File: src/rtl/reload_counter_param.sv
// reload_counter_param: self-reloading up/down counter with a programmable
// reload value and up-count limit. Emits a registered one-cycle wrap pulse on
// every reload. Optional saturating reload-event counter is built when the
// macro RLC_WRAP_CNT_EN is defined; otherwise wrap_cnt_o does not exist.
module reload_counter_param #(
  parameter int WIDTH      = 8,
  parameter int WRAP_CNT_W = 8
) (
  input  logic                  clk,
  input  logic                  reset,
  input  logic                  en_i,
  input  logic                  dir_i,
  input  logic                  load_i,
  input  logic [WIDTH-1:0]      load_val_i,
  input  logic [WIDTH-1:0]      limit_i,
  output logic [WIDTH-1:0]      count_o,
`ifdef RLC_WRAP_CNT_EN
  output logic [WRAP_CNT_W-1:0] wrap_cnt_o,
`endif
  output logic                  tc_o,
  output logic                  wrap_o
);

  localparam logic [WIDTH-1:0] ZERO = {WIDTH{1'b0}};
  localparam logic [WIDTH-1:0] ONES = {WIDTH{1'b1}};
  localparam logic [WIDTH-1:0] ONE  = {{(WIDTH-1){1'b0}}, 1'b1};

  // Reject configurations the counter cannot support
  if (WIDTH < 2 || WRAP_CNT_W < 1) begin : g_param_check
    $error("reload_counter_param: WIDTH must be >= 2 and WRAP_CNT_W >= 1");
  end

  logic [WIDTH-1:0] count_q;
  logic [WIDTH-1:0] reload_q;
  logic [WIDTH-1:0] limit_q;
  logic             wrap_q;
  logic             tc;
  logic             reload_evt;

  // Terminal detect: up compares against the limit (count may already be
  // above it after a load), down terminates at zero
  always_comb begin
    tc = 1'b0;
    if (dir_i) begin
      tc = (count_q == ZERO);
    end else begin
      tc = (count_q >= limit_q);
    end
  end

  // A reload happens only on an enabled edge that is not overridden by a load
  assign reload_evt = en_i & ~load_i & tc;

  // Count, stored reload value, limit and wrap pulse; reset > load > en > hold
  always_ff @(posedge clk) begin
    if (reset) begin
      count_q  <= ZERO;
      reload_q <= ZERO;
      limit_q  <= ONES;
      wrap_q   <= 1'b0;
    end else if (load_i) begin
      count_q  <= load_val_i;
      reload_q <= load_val_i;
      limit_q  <= limit_i;
      wrap_q   <= 1'b0;
    end else if (en_i) begin
      if (tc) begin
        count_q <= reload_q;
        wrap_q  <= 1'b1;
      end else if (dir_i) begin
        count_q <= count_q - ONE;
        wrap_q  <= 1'b0;
      end else begin
        count_q <= count_q + ONE;
        wrap_q  <= 1'b0;
      end
    end else begin
      wrap_q <= 1'b0;
    end
  end

`ifdef RLC_WRAP_CNT_EN
  logic [WRAP_CNT_W-1:0] wrap_cnt_q;

  // Saturating increment: holds at all ones instead of rolling over
  function automatic logic [WRAP_CNT_W-1:0] sat_inc(input logic [WRAP_CNT_W-1:0] v);
    logic [WRAP_CNT_W-1:0] r;
    r = v;
    if (v != {WRAP_CNT_W{1'b1}}) begin
      r = v + {{(WRAP_CNT_W-1){1'b0}}, 1'b1};
    end else begin
      r = v;
    end
    return r;
  endfunction

  // Reload-event counter; only reset clears it, loads leave it alone
  always_ff @(posedge clk) begin
    if (reset) begin
      wrap_cnt_q <= {WRAP_CNT_W{1'b0}};
    end else if (reload_evt) begin
      wrap_cnt_q <= sat_inc(wrap_cnt_q);
    end else begin
      wrap_cnt_q <= wrap_cnt_q;
    end
  end

  assign wrap_cnt_o = wrap_cnt_q;
`endif

  assign count_o = count_q;
  assign tc_o    = tc;
  assign wrap_o  = wrap_q;

endmodule

File: config.mk
export PLATFORM = sky130hd
export DESIGN_NAME = reload_counter_param
export DESIGN_NICKNAME = d
export VERILOG_FILES = /design/src/rtl/reload_counter_param.sv
export SDC_FILE = /design/constraint.sdc
export NUM_CORES = 1
export LEC_CHECK = 0
export CAP_MARGIN = 20
export CORE_MARGIN = 5
export CORE_UTILIZATION = 55
export DETAILED_ROUTE_END_ITERATION = 7
export PLACE_DENSITY = 0.85
export SLEW_MARGIN = 20
export SYNTH_ARGS = -nofsm -noshare
export SYNTH_HDL_FRONTEND = slang
export SYNTH_SLANG_ARGS = --single-unit
File: constraint.sdc
create_clock -name clk -period 4 [get_ports clk]
set_input_delay 0.8 -clock clk [delete_from_list [all_inputs] [get_ports clk]]
set_output_delay 0.8 -clock clk [all_outputs]
set_load 0.05 [all_outputs]
==> run metrics <==
Critical Path End Type output port; CP max stage delay 0.69 ns; Reg power frac 0.455; antenna violations before repair 0; CP Launch Point dir_i; PD cells between 300 and 400 nW/um2; crit path launch type input pin; Final Hold Viols 0; worst setup path category in2out; drt total wl ~3700 um; synth top area cells dfxtp_1 33%, ha_1 11%, mux2i_1 8.5%, nor2_1 4.7%, o211ai_1 3.9%; r2r setup slk roughly 1.5 ns; ys async rst share 0; CP delay by family, top buffers and inverters; first-pass GRT wire length between 6000 and 7000 um; worst hold path cell count 2; share of cells above drive strength 1 0.0483; switch share 0.356; first drt pass iteration count 4; Hold-fix buffers, CTS 0; TNS Setup 0 ns; RSZ-0062 raised after global routing false; Worst R2R Path Depth 9; DRC viols 0; final non-filler cell total 238; clock power share 0.189; most common cell in the netlist dfxtp_1; CP Cell Sequence clkdlybuf4s50_1, inv_1, a21oi_1, nor2_1, a31o_1, buf_4; Mapped Cells about 180; Hold EP reload_q[3]; post-route setup slack about 0.95 ns; global placer's final weighted congestion about 0.90; hpwl dp between 2000 and 3000 um; critical hold path startpoint reload_q[3]; FF-to-FF End count_o[2]; Ports 31; first-iteration detailed-routing DRC count 64; starting density of the core 0.566; Worst Hold Class reg2reg; mapped cell area approximately 1500 um2; Tmin final 3.05 ns; # fillers 240; clk buf depth 2; CTS root buffer clkbuf_4; Tot GR Track Use 0.193; combinational power share 0.356; CORE AREA 2710 um2; CP Buf/Inv Count 3; Vias ~1,400; leakage 0.000837 uW; Area growth syn-to-layout 22.2%; Die ar. about 3900 um2; Net Sw Power approximately 220 uW; maxcap violations 0; # H-tree levels 1; Sink Count 25; total power draw 629 uW; Netlist cell types 39; number of global-route vias before repair around 1,400; share of the synthesized area in the top cell type 0.327; syn nets 215; setup bufs post-CTS 0; ys flop type dfxtp_1; clk_lat worst skew about 0.33 ns; crit-path max FO 9; Peak supply drop roughly 0.25 mV; Slowest-stage cell, CP clkdlybuf4s50_1; post-synthesis sequential area ratio 0.327; WHS about 0.49 ns; EDFF count, synth 0; Clock Skew 0.00763 ns; fin crit share 0.762; Final setup viols 0; Slew headroom 0.522; row count 19; Wirelength per Cell approximately 16 um; Final Net Count approximately 240; Avg Synthesized Cell Area between 8 and 9 um2; Setup WS pre-CTS between 0.8 and 0.9 ns; most frequent cells after synthesis 25 x dfxtp_1, 19 x nor2_1, 14 x ha_1, 14 x nand2_1; worst r2r src count_o[0]; Post-CTS Resized 0; largest net degree at the start of global routing 22; diode count 0; area leader, netlist dfxtp_1; global route overflow 0; Required @ worst endpoint approximately 3.2 ns; Inserted Clock Buffers 3; status finished clean; Seq cells post-synth 25; worst path arrival time 2.25 ns; TritonCTS clock tree yes; YS warnings 0; Die Span X about 63 um; # port buffers 30; Max Freq 328 MHz; Slew Viols, Final 0; antenna-violating nets left 0; Slew @ Worst Pin 0.714 ns; Worst-path clk slew between 0.1 and 0.15 ns; Via density 6.00; Die H between 60 and 70 um; Cell Int Power 405 uW; Placed Cells approximately 230
-- kinds of logic (layout without fill, tap and decap cells) --
family | Yosys count | in the layout | share of synthesized area
AOI/OAI and AO/OA | 52 | 52 | 0.238
xor gates and xnor gates | 5 | 5 | 0.0286
adders and majority gates | 15 | 15 | 0.127
buffers and inverters | 22 | 50 | 0.0588
DFF | 25 | 25 | 0.327
muxes | 13 | 13 | 0.0849
and+or+nand+nor | 47 | 47 | 0.136
-- per-stage QoR --
stage                util  instance area [um2]
finish              0.691                 1870
global route        0.691                 1870
CTS                 0.691                 1870
detailed placement  0.681                 1850
global placement    0.681                 1850
floorplan               -                 1530
-- layout make-up --
| class | count | area, um2 | share of cell area |
|---|---|---|---|
| Tap cell | 31 | 38.8 | 0.0207 |
| Multi-Input combinational cell | 132 | 942 | 0.503 |
| Clock buffer | 4 | 26.3 | 0.0140 |
| Inverter | 14 | 52.6 | 0.0281 |
| Timing Repair Buffer | 32 | 313 | 0.167 |
| Sequential cell | 25 | 500 | 0.267 |
-- metal layers --
layer	part of all wire	GRT usage	vias up
li1	-	-	704
met1	0.45	0.240	651
met2	0.47	0.332	64
met3	0.067	0.0414	10
met4	0.012	0.0531	0
met5	0	0	-
-- worst reg2reg max path: cells and delay by family, from the launching register on --
kind	cells	cell delay (ns)
AND/OR/NAND/NOR	1	0.14
buffers and inverters	2	0.33
flip-flops	1	0.46
adder cells (fa/ha/maj)	1	0.30
AO/OA/AOI/OAI	5	1.18
-- worst max-delay path by stage --
stage | cells past startpoint | endpoint | slack, ns
finish | 6 | tc_o | 0.95
global route | 6 | tc_o | 0.80
CTS | 6 | tc_o | 0.96
detailed placement | 9 | count_o[4] | 0.85
global placement | 6 | tc_o | 1.01
floorplan | 7 | tc_o | 1.18
-- power groups by stage --
stage                     Clock, uW  Sequential, uW  Combinational (uW)
final                           119             286                 224
after floorplan                   0             314                 128
after global routing            135             288                 244
after global placement            0             290                 213
after detailed placement          0             291                 222
after CTS                       122             285                 223
-- state kept, by name, summed over array words and instances, names as in the netlist --
register and count:
reload_q 8, count_o 8, wrap_o 1, limit_q 8
-- placed cells by master (no fill, tap or decap), types with 3 or more instances in the layout --
cell type,instances
a211oi_1,5
clkdlybuf4s50_1,29
nand2_1,14
a22oi_1,3
ha_1,14
o211ai_1,8
buf_4,3
o22ai_1,3
inv_1,13
nor2b_1,3
clkbuf_4,3
o21ai_1,3
xnor2_1,4
mux2i_1,13
dfxtp_1,25
nor2_1,19
o21ai_0,7
nand2b_1,4
a21oi_1,8
No activity file was read; power rests on OpenSTA's default activity.
